**src/rtl/command_queue.sv**
```systemverilog
// Show-ahead command FIFO between the G-code parser and the motion controller.
// Holds {cmd, x, y} words in a circular buffer; bad codes and full-queue writes raise sticky flags.
module command_queue #(
  parameter int DEPTH = 16,
  parameter int AW    = 4
) (
  input  logic          clk,
  input  logic          reset,
  input  logic          wr_valid,
  input  logic [3:0]    wr_cmd,
  input  logic [13:0]   wr_x,
  input  logic [13:0]   wr_y,
  output logic          wr_ready,
  input  logic          flush,
  input  logic          block,
  input  logic          controller_ready,
  output logic          memory_ready,
  output logic [3:0]    cmd,
  output logic [13:0]   x_value_in,
  output logic [13:0]   y_value_in,
  output logic [AW:0]   count,
  output logic          overflow,
  output logic          bad_cmd
);

  localparam logic [AW:0] FULL_COUNT = (AW + 1)'(DEPTH);
  localparam logic [3:0]  MAX_CMD    = 4'd8;

  logic [31:0]   mem [DEPTH];
  logic [AW-1:0] wr_ptr_q, wr_ptr_d;
  logic [AW-1:0] rd_ptr_q, rd_ptr_d;
  logic [AW:0]   count_q, count_d;
  logic          overflow_q, overflow_d;
  logic          bad_cmd_q, bad_cmd_d;
  logic          cmd_ok;
  logic          push;
  logic          pop;
  logic [31:0]   head_word;

  assign wr_ready     = (count_q != FULL_COUNT);
  assign memory_ready = (count_q != '0);
  assign cmd_ok       = (wr_cmd <= MAX_CMD);

  // Flush cancels any transfer on the same edge, so it gates both strobes.
  assign push = wr_valid & wr_ready & cmd_ok & ~flush;
  assign pop  = memory_ready & controller_ready & ~block & ~flush;

  assign head_word  = memory_ready ? mem[rd_ptr_q] : '0;
  assign cmd        = head_word[31:28];
  assign x_value_in = head_word[27:14];
  assign y_value_in = head_word[13:0];
  assign count      = count_q;
  assign overflow   = overflow_q;
  assign bad_cmd    = bad_cmd_q;

  always_comb begin
    // NOTE: every variable gets a default first so no path leaves it unassigned and infers a latch.
    wr_ptr_d   = wr_ptr_q;
    rd_ptr_d   = rd_ptr_q;
    count_d    = count_q;
    overflow_d = overflow_q | (wr_valid & ~wr_ready);
    bad_cmd_d  = bad_cmd_q | (wr_valid & wr_ready & ~cmd_ok);

    if (flush) begin
      wr_ptr_d = '0;
      rd_ptr_d = '0;
      count_d  = '0;
    end else begin
      if (push) wr_ptr_d = wr_ptr_q + AW'(1);
      if (pop)  rd_ptr_d = rd_ptr_q + AW'(1);
      unique case ({push, pop})
        2'b10:   count_d = count_q + (AW + 1)'(1);
        2'b01:   count_d = count_q - (AW + 1)'(1);
        default: count_d = count_q;
      endcase
    end
  end

  always_ff @(posedge clk) begin
    // NOTE: state registers use non-blocking assignments so every flop samples pre-edge values.
    if (reset) begin
      wr_ptr_q   <= '0;
      rd_ptr_q   <= '0;
      count_q    <= '0;
      overflow_q <= 1'b0;
      bad_cmd_q  <= 1'b0;
    end else begin
      wr_ptr_q   <= wr_ptr_d;
      rd_ptr_q   <= rd_ptr_d;
      count_q    <= count_d;
      overflow_q <= overflow_d;
      bad_cmd_q  <= bad_cmd_d;
    end
  end

  // NOTE: the storage array is not reset; count gates every read, so stale words are never visible.
  always_ff @(posedge clk) begin
    if (push) mem[wr_ptr_q] <= {wr_cmd, wr_x, wr_y};
  end

endmodule
```
**config.mk**
```make
export PLATFORM = sky130hd
export DESIGN_NAME = command_queue
export DESIGN_NICKNAME = d
export VERILOG_FILES = /design/src/rtl/command_queue.sv
export SDC_FILE = /design/constraint.sdc
export NUM_CORES = 1
export LEC_CHECK = 0
export CAP_MARGIN = 10
export CORE_MARGIN = 2
export CORE_UTILIZATION = 37
export CTS_CLUSTER_DIAMETER = 120
export DETAILED_ROUTE_END_ITERATION = 8
export DONT_BUFFER_PORTS = 1
export PLACE_DENSITY = 0.56
export SETUP_SLACK_MARGIN = 0.15
export SYNTH_ARGS = -nofsm -noshare
export SYNTH_HDL_FRONTEND = slang
export SYNTH_SLANG_ARGS = --single-unit
```
**constraint.sdc**
```tcl
create_clock -name clk -period 9.5 [get_ports clk]
set_clock_uncertainty 0.2 [all_clocks]
set_input_delay 1.9 -clock clk [delete_from_list [all_inputs] [get_ports clk]]
set_output_delay 1.9 -clock clk [all_outputs]
set_load 0.05 [all_outputs]
```
After elaboration in Yosys (flattened, before gate mapping) --
Memories as Yosys holds them, arrays and structs flattened. A register that Yosys moved wholly into a read port is not among the register bits. Index checks and enable logic that the tools add are counted.
Storage, ports and cells: bits in writable memories 512, register bits 15, memories 1, output and inout bits 41, bits of input ports 38, logic and storage cells 37
Memory list:
- mem | depth 16, bits a word 32, rd ports 1, clocked after memory_dff 1, wr ports 1, RTL line 29 | logic [31:0] mem [DEPTH];
Operators by class: bitwise operators 14, reductions and logical operators 3, $add $sub $neg 4, magnitude comparators 1, eq/ne operators 3, mux-type cells 6
Operator list (count):
- 32-bit 2-to-1 mux | 1
- 5-bit one-hot mux with 2 select lines | 1
- 4-bit by 1-bit adder with 4-bit output, second input constant | 2
- 1-bit AND | 8
- 4-bit 2-to-1 mux | 2
- 5-bit by 1-bit adder with 5-bit output, second input constant | 1
- 5-bit != test, second input constant | 1
- 5-bit nonzero test | 1
- 5-bit by 1-bit subtractor with 5-bit output, second input constant | 1
- 4-bit less-or-equal comparator, second input constant | 1
- 1-bit NOT | 4
- 2-bit by 1-bit == test with 1-bit output, second input constant | 1
- 2-bit == test, second input constant | 1
- 1-bit 2-to-1 mux | 2
- 1-bit OR | 2
- 2-bit nonzero test | 1
- 2-bit OR reduction | 1

Depth between registers and ports, before layout --
depth in word-level cells 6, depth in mapped cells 14, depth with buffers taken out 11

Worst setup path before layout --
Ideal clock, no wire load.
kind input port to flip-flop, from input port wr_cmd[1], to memory mem[3][0], enable pin, arrival 4.935 ns, setup slack 3.904 ns, stages on the path 5, library setup time 0.461 ns, buffers on the path 1, data required time 8.839 ns, path through o31ai_1 -> o2111a_1 -> buf_6 -> nand2_1 -> nor3_1
Between the ends: longest elaborated chain between the ends 5
Ends and longest elaborated chain:
- from (decl) | RTL line 10 | input logic [3:0] wr_cmd,
- 4-bit less-or-equal comparator | RTL line 42 | assign cmd_ok = (wr_cmd <= MAX_CMD);
- 1-bit AND (2 in a row) | RTL line 45 | assign push = wr_valid & wr_ready & cmd_ok & ~flush;
- 1-bit 2-to-1 mux | RTL line 98 | if (push) mem[wr_ptr_q] <= {wr_cmd, wr_x, wr_y};
- 1-bit 2-to-1 mux (not written as such) | RTL line 98
- to (decl) | RTL line 29
Every way passes these cells.

==> impl_metrics.ini <==
[run_status]
status = finished clean

[die]
core_mm2 = 0.0550
initial_core_util_pct = 37.3
fp.dieArea_mm2 = 0.0573
num_rows = 86
ios = 79
die_y_um = 239
die_w_um = 239

[synth]
synth-main-ff-cell = edfxtp_1
async_flop_share_pct = 0
seq_area_frac_synth_pct = 76.8
ys_ff_latch = 531
ys_types = 46
syn-instance-count = 887
synth_area_mm2 = 0.0205
ys_warn_count = 0
avgSynthCellArea_um2 = 23.1
syn-num-nets = 932
synth_edf_count = 512

[final_layout]
stdcell_count = 1712
fin_area_mm2 = 0.0233
area_growth_pct = 13.4
final_cell_mix = 512 x edfxtp_1, 160 x mux4_2, 57 x clkbuf_16, 33 x nor2b_1, 26 x buf_4
final_common_cell = edfxtp_1
antenna_cells = 0
fin_nets = 967
final_layout_size_suffix_gt1_share_pct = 30.1

[flow_run]
drv_cap = 0

[place]
gp_congestion = 0.702
dpl.cell_count = 1614
io_buffers = 0
hpwl_um = 22600
place_area_mm2 = 0.0216

[setup_path]
cp_common_cell = mux4_2
start_kind = flip-flop
critPathMaxStageDelay_ns = 0.73
worstPathArrival_ns = 3.63
crit_fanout = 101
critPathCaptureType = primary output
slowest_stage = dfxtp_4
path_buf_inv = 1
crit_type = flip-flop to primary output
path_cells = buf_12, mux4_2, mux4_2, nor2b_1
worstPathRequired_ns = 7.40
critPathTopFamily = multiplexers

[drt]
detail_route.wl_per_cell_um = 25.9
drt_iter0_markers = 794
ant_nets = 0
drc = 0
num_vias = 8997
viasPerCell = 5.26
drt_first_pass_iters = 7
wl_um = 44400

[grt]
grt_use_total_pct = 15.9
overflow = 0
grt_pass1_vias = 9489
grt_antenna_before_repair = 0
grt_first_pass_wirelength_um = 65200
grt_max_degree = 102

[timing]
slew_headroom_pct = 29.7
fin_crit_sh_pct = 60.4
slew_viol_final = 0
fmax_mhz = 174
hold_viol_final = 0
period_needed_ns = 5.73
worst_pin_slew_ns = 1.05
holdWs_ns = 0.302
finalSetupViolCount = 0
rsz0062_at_grt = false
finalSetupTns_ns = 0

[clock_network]
cts.reportedPaths.clkPinSlew_ns = 0.06
hold_buffers = 0
cts_tree = built
clk_path_buf_depth = 3
post_cts_buffers = 0
cts_made_buffers = 54
clock_latency_ns = 0.59
htreeDepth = 2
post_cts_resized = 0
cts_sinks = 531
cts_root_buf = clkbuf_16

[power]
p_int_uw = 3780
ir_drop_mv = 0.143
power_frac_seq_pct = 55.1
netSwitchingFraction_pct = 19.1
clkPwrFrac_pct = 44.0
p_leak_uw = 0.00688
pwr-share-comb_pct = 0.9
total_power_uw = 4670
p_per_area_mw_per_mm2 = 201
p_switching_uw = 890

[worst_hold_path]
hold_path_class = flip-flop to flip-flop
cells in the mapped netlist, drive strengths merged, types with 2 or more instances:
cell    instances  area [um^2]
nor3b           3         33.8
mux4          160         3600
xor2            7         61.3
nand2          14         52.6
edfxtp        512        15400
ha              7         87.6
a21oi           7         35.0
o31ai           2         15.0
nand2b          3         18.8
clkbuf         27          111
nor2           28          105
nor3            7         35.0
nand4           2         12.5
mux2i           3         30.0
buf            20          114
a31oi           3         18.8
nor2b          33          206
dfxtp          19          380
or3             2         13.8
inv             7         26.3
power by group through the flow:
stage	logic (uW)	clock network [uW]	registers, uW
finish	43.1	2050	2570
detailed placement	44.4	0	2620
global route	46.2	2180	2570
CTS	44.5	2090	2570
global placement	44.2	0	2620
floorplan	33.8	0	2620
worst register-to-register path, cell delays in order, from the launching register on:
cell and delay, ns:
dfxtp_1 0.57, or4_4 0.68, o2111a_1 0.41, inv_1 0.30, ha_1 0.45, xor2_1 0.20, ha_1 0.27, nor3_1 0.07
a211oi_1 0.22, o311ai_0 0.24, xor2_1 0.20, nor2_1 0.11
state kept, by name, indices dropped and copies added, names as in the netlist, named ones only:
| signal | count |
|---|---|
| wr_ptr_q | 4 |
| overflow | 1 |
| mem | 512 |
| bad_cmd | 1 |
| count | 5 |
| rd_ptr_q | 4 |
area by class of cell:
class	count	area [um^2]
multi-input cells	301	4610
flip-flops and latches	531	15800
repair buffers	27	215
clock inverters	29	235
well taps	748	936
inverters	7	26.3
fillers	4695	31700
clock buffers	69	1470
cell families (layout without fill, tap and decap cells):
family                   after synthesis  in the layout  share of synthesized area, %
AND/OR/NAND/NOR                       99             99                          2.61
AO/OA/AOI/OAI                         24             24                         0.817
multiplexers                         163            163                          17.7
buffers and inverters                 55            132                          1.28
flip-flops                           531            531                          76.8
adder cells (fa/ha/maj)                7              7                         0.427
XOR/XNOR                               8              8                         0.342
path summary, 6_finish.rpt:
| path | from | end | slack [ns] | cells past startpoint |
|---|---|---|---|---|
| max | flip-flop | y_value_in[0] | 3.77 | 4 |
| min | rd_ptr_q[3] | flip-flop | 0.30 | 2 |
| max reg2reg | count[1] | count[2] | 5.53 | 11 |
| min reg2reg | rd_ptr_q[3] | flip-flop | 0.30 | 2 |
routing by layer:
layer,part of all wire (%),vias up,GRT usage [%]
met5,0,-,0
met4,2.0,0,4.47
met2,48,216,25.4
met3,5.7,56,3.30
li1,-,3820,-
met1,44,4905,22.3
per-stage QoR:
step | setup slack (ns) | util, %
floorplan | 3.90 | -
global placement | 4.28 | 39.2
detailed placement | 4.28 | 39.2
CTS | 3.63 | 42.3
global route | 3.50 | 42.3
finish | 3.77 | 42.3
No activity file was read; power rests on OpenSTA's default activity.
